===== config.mk =====
export PLATFORM = sky130hd
export DESIGN_NAME = if_stage_flat
export DESIGN_NICKNAME = d
export VERILOG_FILES = /design/src/rtl/if_stage_if.sv /design/src/rtl/if_stage.sv /design/src/flat_wrapper.sv
export SDC_FILE = /design/constraint.sdc
export NUM_CORES = 1
export LEC_CHECK = 0
export BUFFER_PORTS_ARGS = -buffer_cell sky130_fd_sc_hd__buf_4
export CAP_MARGIN = 15
export CORE_AREA = 2 2 103 105
export DETAILED_ROUTE_END_ITERATION = 7
export DIE_AREA = 0 0 105 107
export GPL_TIMING_DRIVEN = 0
export PLACE_DENSITY_LB_ADDON = 0.2
export SLEW_MARGIN = 10
export SYNTH_ARGS = -nofsm -noshare
export SYNTH_HDL_FRONTEND = slang
export SYNTH_SLANG_ARGS = --single-unit

===== constraint.sdc =====
create_clock -name clk -period 1.7 [get_ports clk]
set_clock_uncertainty 0.05 [all_clocks]
set_input_delay 0.17 -clock clk [delete_from_list [all_inputs] [get_ports clk]]
set_output_delay 0.17 -clock clk [all_outputs]
set_load 0.1 [all_outputs]

===== src/rtl/if_stage_if.sv =====
// if_stage_if: instruction-memory req/ack bus between the fetch stage and imem
interface if_stage_if #(
    parameter int ADDR_W = 16
);
    logic              imem_req;
    logic [ADDR_W-1:0] imem_addr;
    logic              imem_ack;
    logic [15:0]       imem_rdata;
    modport master(output imem_req, imem_addr, input imem_ack, imem_rdata);
    modport slave(input imem_req, imem_addr, output imem_ack, imem_rdata);
endinterface


===== src/rtl/if_stage.sv =====
// if_stage: PC, imem req/ack fetch FSM, IF/ID register with one-entry skid buffer; IF_PERF_CNT_EN adds fetch/bubble counters
module if_stage #(
    parameter int                ADDR_W       = 16,
    parameter logic [ADDR_W-1:0] RESET_PC     = '0,
    parameter logic [15:0]       BUBBLE_INSTR = 16'h0000
) (
    input  logic              clk,
    input  logic              rst,
    input  logic              stall,
    input  logic              br_taken,
    input  logic [ADDR_W-1:0] br_target,
    if_stage_if.master        imem,
    output logic              ifid_valid,
    output logic [15:0]       ifid_instr,
    output logic [ADDR_W-1:0] ifid_pc1,
    output logic [3:0]        OpCode,
    output logic [2:0]        Cond
`ifdef IF_PERF_CNT_EN
    ,
    output logic [15:0]       fetch_cnt,
    output logic [15:0]       bubble_cnt
`endif
);
    typedef enum logic [1:0] {IDLE, FETCH, DROP, HOLD} state_t;

    state_t            state_q, state_d;
    logic [ADDR_W-1:0] pc_q, pc_d;
    logic [ADDR_W-1:0] drop_addr_q, drop_addr_d;
    logic              ifid_valid_q, ifid_valid_d;
    logic [15:0]       ifid_instr_q, ifid_instr_d;
    logic [ADDR_W-1:0] ifid_pc1_q, ifid_pc1_d;
    logic [15:0]       skid_instr_q, skid_instr_d;
    logic [ADDR_W-1:0] skid_pc1_q, skid_pc1_d;
    logic [ADDR_W-1:0] pc_inc;
    logic              req;

    assign pc_inc         = pc_q + ADDR_W'(1);
    assign req            = (state_q == FETCH) || (state_q == DROP);
    assign imem.imem_req  = req;
    assign imem.imem_addr = (state_q == DROP) ? drop_addr_q : pc_q;
    assign ifid_valid     = ifid_valid_q;
    assign ifid_instr     = ifid_valid_q ? ifid_instr_q : BUBBLE_INSTR;
    assign ifid_pc1       = ifid_pc1_q;
    assign OpCode         = ifid_instr[15:12];
    assign Cond           = ifid_instr[11:9];

    // Next-state logic: a redirect overrides stall and ack; the skid is only live in HOLD
    always_comb begin
        state_d      = state_q;
        pc_d         = pc_q;
        drop_addr_d  = drop_addr_q;
        ifid_valid_d = ifid_valid_q;
        ifid_instr_d = ifid_instr_q;
        ifid_pc1_d   = ifid_pc1_q;
        skid_instr_d = skid_instr_q;
        skid_pc1_d   = skid_pc1_q;
        if (br_taken) begin
            pc_d         = br_target;
            ifid_valid_d = 1'b0;
            state_d      = (req && !imem.imem_ack) ? DROP : FETCH;
            drop_addr_d  = (state_q == FETCH) ? pc_q : drop_addr_q;
        end else begin
            case (state_q)
                IDLE: state_d = FETCH;
                FETCH: begin
                    if (imem.imem_ack) begin
                        pc_d = pc_inc;
                        if (!stall || !ifid_valid_q) begin
                            ifid_valid_d = 1'b1;
                            ifid_instr_d = imem.imem_rdata;
                            ifid_pc1_d   = pc_inc;
                        end else begin
                            skid_instr_d = imem.imem_rdata;
                            skid_pc1_d   = pc_inc;
                            state_d      = HOLD;
                        end
                    end else if (!stall) begin
                        ifid_valid_d = 1'b0;
                    end
                end
                DROP: state_d = imem.imem_ack ? FETCH : DROP;
                HOLD: begin
                    if (!stall) begin
                        ifid_valid_d = 1'b1;
                        ifid_instr_d = skid_instr_q;
                        ifid_pc1_d   = skid_pc1_q;
                        state_d      = FETCH;
                    end
                end
                default: state_d = IDLE;
            endcase
        end
    end

    // Fetch state, PC and pipeline registers
    always_ff @(posedge clk) begin
        if (rst) begin
            state_q      <= IDLE;
            pc_q         <= RESET_PC;
            drop_addr_q  <= RESET_PC;
            ifid_valid_q <= 1'b0;
            ifid_instr_q <= BUBBLE_INSTR;
            ifid_pc1_q   <= '0;
            skid_instr_q <= BUBBLE_INSTR;
            skid_pc1_q   <= '0;
        end else begin
            state_q      <= state_d;
            pc_q         <= pc_d;
            drop_addr_q  <= drop_addr_d;
            ifid_valid_q <= ifid_valid_d;
            ifid_instr_q <= ifid_instr_d;
            ifid_pc1_q   <= ifid_pc1_d;
            skid_instr_q <= skid_instr_d;
            skid_pc1_q   <= skid_pc1_d;
        end
    end

`ifdef IF_PERF_CNT_EN
    logic [15:0] fetch_cnt_q, fetch_cnt_d;
    logic [15:0] bubble_cnt_q, bubble_cnt_d;

    assign fetch_cnt  = fetch_cnt_q;
    assign bubble_cnt = bubble_cnt_q;

    // Saturating counts of accepted fetches and bubble cycles
    always_comb begin
        fetch_cnt_d  = (state_q == FETCH && imem.imem_ack && !br_taken && fetch_cnt_q != 16'hFFFF)
                       ? fetch_cnt_q + 16'd1 : fetch_cnt_q;
        bubble_cnt_d = (!ifid_valid_q && bubble_cnt_q != 16'hFFFF) ? bubble_cnt_q + 16'd1 : bubble_cnt_q;
    end

    // Counter registers
    always_ff @(posedge clk) begin
        if (rst) begin
            fetch_cnt_q  <= '0;
            bubble_cnt_q <= '0;
        end else begin
            fetch_cnt_q  <= fetch_cnt_d;
            bubble_cnt_q <= bubble_cnt_d;
        end
    end
`endif
endmodule


===== src/flat_wrapper.sv =====
// flat-port wrapper written by rule: the top's interface ports become plain ports
module if_stage_flat 
#(
    parameter int                ADDR_W       = 16,
    parameter logic [ADDR_W-1:0] RESET_PC     = '0,
    parameter logic [15:0]       BUBBLE_INSTR = 16'h0000
)
  (clk, rst, stall, br_taken, br_target, ifid_valid, ifid_instr, ifid_pc1, OpCode, Cond, imem_imem_req, imem_imem_addr, imem_imem_ack, imem_imem_rdata);
  if_stage_if #(.ADDR_W(ADDR_W)) imem_i ();
  input  logic clk;
  input  logic rst;
  input  logic stall;
  input  logic br_taken;
  input  logic [ADDR_W-1:0] br_target;
  output logic ifid_valid;
  output logic [15:0] ifid_instr;
  output logic [ADDR_W-1:0] ifid_pc1;
  output logic [3:0] OpCode;
  output logic [2:0] Cond;
  output wire logic [$bits(imem_i.imem_req)-1:0] imem_imem_req;
  output wire logic [$bits(imem_i.imem_addr)-1:0] imem_imem_addr;
  input wire logic [$bits(imem_i.imem_ack)-1:0] imem_imem_ack;
  input wire logic [$bits(imem_i.imem_rdata)-1:0] imem_imem_rdata;
  assign imem_imem_req = imem_i.imem_req;
  assign imem_imem_addr = imem_i.imem_addr;
  assign imem_i.imem_ack = imem_imem_ack;
  assign imem_i.imem_rdata = imem_imem_rdata;
  if_stage #(.ADDR_W(ADDR_W), .RESET_PC(RESET_PC), .BUBBLE_INSTR(BUBBLE_INSTR)) u_core (.clk(clk), .rst(rst), .stall(stall), .br_taken(br_taken), .br_target(br_target), .imem(imem_i), .ifid_valid(ifid_valid), .ifid_instr(ifid_instr), .ifid_pc1(ifid_pc1), .OpCode(OpCode), .Cond(Cond));
endmodule

==> impl_metrics.toml <==
[sta]
rsz0062_at_grt = "yes"
fin_crit_ps = 1990
slew_headroom_pct = 51.1
setup_slack_ps = -288
fmax_mhz = 503
tns_ps = -13330
final-hold-violation-count = 0
drv_slew = 0
max_slew.worst_pin.slew_ps = 734
finalSetupViolCount = 85
period_share_pct = 117

[setup_path]
path_class = "flip-flop to output port"
reg2reg_to = "u_core.pc_q[15]"
r2r_slack_ps = -260
path_max_fanout = 6
endpoint_kind = "output port"
arrival_ps = 1770
start_kind = "flip-flop"
cp.required_ps = 1480
r2r_start = "u_core.state_q[1]"
rr_worst_depth = 8

[floorplanning]
start_util_pct = 49.3
die_y_um = 107
num_io_pins = 94
dieArea_um2 = 11200
core_area_um2 = 10100
die_x_um = 105
row_count = 37

[global_routing]
grt_max_degree = 20
met1_usage_pct = 36.3
grt_pass1_vias = 5097
antenna_found_initial = 0
grt.met2_usage_pct = 51.4
grt_pass1_wl_mm = 25.9
grt_overflow = 0
globalRouteMet3Util_pct = 2.86
grt_usage_pct = 29.2
top_usage_layer = "met2"

[synthesis]
seq_area_frac_synth_pct = 39.8
synth_top_flop_cell = "dfxtp_1"
synth_top_cells_by_count = "dfxtp_1, nand2_1, a21oi_1, a211oi_1, nor2_1"
synth_top_area_share_pct = 39.8
synth_area_per_cell_um2 = 8.34
ys_async_sr_fraction_pct = 0
synth-edff-count = 0
synth_area_leaders = "dfxtp_1, nand2_1, a21oi_1"
synth_area_um2 = 4980
ys_ff_latch = 99
syn_nets = 638
syn_inst = 597
synth_most_common_cell = "dfxtp_1"
yosys_warnings = 0
yosys.area.top_type = "dfxtp_1"
synthDistinctLibCells = 54

[finish]
regArea_um2 = 2010
final_layout_size_suffix_gt1_share_pct = 41.6
stdcell_count = 903
antenna_cells = 0
syn2layout_area_growth_pct = 54.4
multi_input_area_um2 = 3140
finalNetCount = 803
fillers = 664

[clock_network]
clock_latency_ps = 370
cts.sinks = 99
clk_pin_slew_worst_paths_ps = 110
cts_made_buffers = 9
htree_levels = 3
clk_path_buf_depth = 2
cts_root_buf = "clkbuf_8"
cts_tree = "built"

[power]
irDropWorstVdd_uv = 582
power_frac_seq_pct = 39.0
pwr-share-comb_pct = 35.7
swShare_pct = 37.2
switching_power_w = 0.00242
p_per_area_nw_per_um2 = 846
power_leakage_nw = 2.90
p_int_w = 0.00409
clkPwrFrac_pct = 25.3

[hold_path]
min_path_type = "input port to flip-flop"
min_from = "imem_imem_rdata[8]"
whs_path_depth = 3
hold_end = "u_core.skid_instr_q[8]"

[route]
drtIter0Drc = 588
wl_per_cell_um = 19.9
via_per_inst = 5.96
dr.pass1.iters = 5
drc = 0
num_vias = 5380
wirelength_mm = 18.0
postRouteAntennaNets = 0

[job]
drv_cap = 0

[placed_design]
dp_hpwl_mm = 10.4
io_buffers = 93
routabilityCongestion = 0.889
dp_cells = 826

[run_status]
failed_checks = "negative setup slack"
status = "complete, but fails checks"
## power groups by stage
stage,Clock [W],Sequential [W],Combinational (W)
after global routing,0.00172,0.00254,0.00241
after detailed placement,0,0.00256,0.00164
after CTS,0.00162,0.00252,0.00213
after floorplan,0,0.00266,0.00114
after global placement,0,0.00255,0.00162
final,0.00165,0.00254,0.00232
## metrics by stage
step	util [%]	hold WS [ps]	power [W]	instance area [um^2]	worst slack, ps
after floorplan	-	256	0.00381	5180	-130
after global placement	59.9	374	0.00418	6050	-356
after detailed placement	59.9	383	0.00421	6050	-352
after CTS	71.9	4.41	0.00627	7260	-282
after global routing	76.2	7.02	0.00668	7690	-318
final	76.2	1.98	0.00651	7690	-288
## worst max-delay path, cell delays in order, from the launching register on
cell	delay, ps
dfxtp_4	390
inv_4	40
ha_4	160
clkbuf_16	160
clkbuf_16	160
mux2_4	310
buf_12	170
## layout make-up
class / instances / share of cell area (%)
Inverter: 14 / 0.765
Clock inverter: 7 / 1.03
Clock buffer: 9 / 1.61
Sequential cell: 99 / 26.1
Multi-Input combinational cell: 422 / 40.8
Timing Repair Buffer: 157 / 19.9
Buffer: 59 / 7.52
Tap cell: 136 / 2.21
## registers in the layout (all words and copies together), names as in the netlist
name and count:
u_core.drop_addr_q 16, u_core.ifid_instr_q 16, u_core.ifid_pc1 16, u_core.pc_q 16, u_core.skid_instr_q 16, u_core.skid_pc1_q 16, u_core.state_q 2, u_core.ifid_valid 1
## how the worst max path moves through the flow
stage,start,to,depth (start not counted)
finish,u_core.state_q[0],imem_imem_addr[13],6
global route,u_core.state_q[0],imem_imem_addr[4],7
CTS,u_core.state_q[0],imem_imem_addr[7],6
detailed placement,u_core.pc_q[1],u_core.ifid_pc1[14],6
global placement,u_core.pc_q[1],u_core.ifid_pc1[14],6
floorplan,u_core.state_q[0],u_core.ifid_pc1[10],6
## cell families (layout without fill, tap and decap cells)
family                     after synthesis  in the layout  share of synthesized area (%)
xor gates and xnor gates                18             18                           3.17
AOI/OAI and AO/OA                      144            145                           19.3
and+or+nand+nor                        220            220                           22.0
buffers and inverters                   77            246                           7.29
adders and majority gates                4              4                           1.01
muxes                                   35             35                           7.41
DFF                                     99             99                           39.8
## metal layers
layer,share of wire [%],routed length [um],up-vias
met5,0,0,-
met4,3.5,635,0
met3,7.1,1280,66
met2,50,8980,307
met1,39,7110,2576
li1,-,-,2431
## placed cells by master, fill, tap and decap left out, types with 7 or more instances in the layout
cell             n
nor2_1          27
mux2_4          15
buf_6           32
clkbuf_1        15
and2_4           8
o21ai_1          8
inv_1           10
clkbuf_8        12
a211oi_1        21
nor3_1          13
buf_4          114
nand2_1         93
nand4_1          7
nand3_1         15
dlygate4sd3_1    9
a211oi_2        14
a21oi_1         55
xnor2_1          8
dfxtp_1         90
mux2i_1         20
buf_12          23
## repair_timing
item | in CTS | in global routing
hold endpoints to repair | 9 | 0
pin swaps | 25 | 38
endpoints found under the setup margin | 118 | 110
hold buffers | 9 | 0
cloned | 5 | 3
gates resized for setup | 161 | 70
buffers inserted | 28 | 21
(Power assumes the default switching activity.)
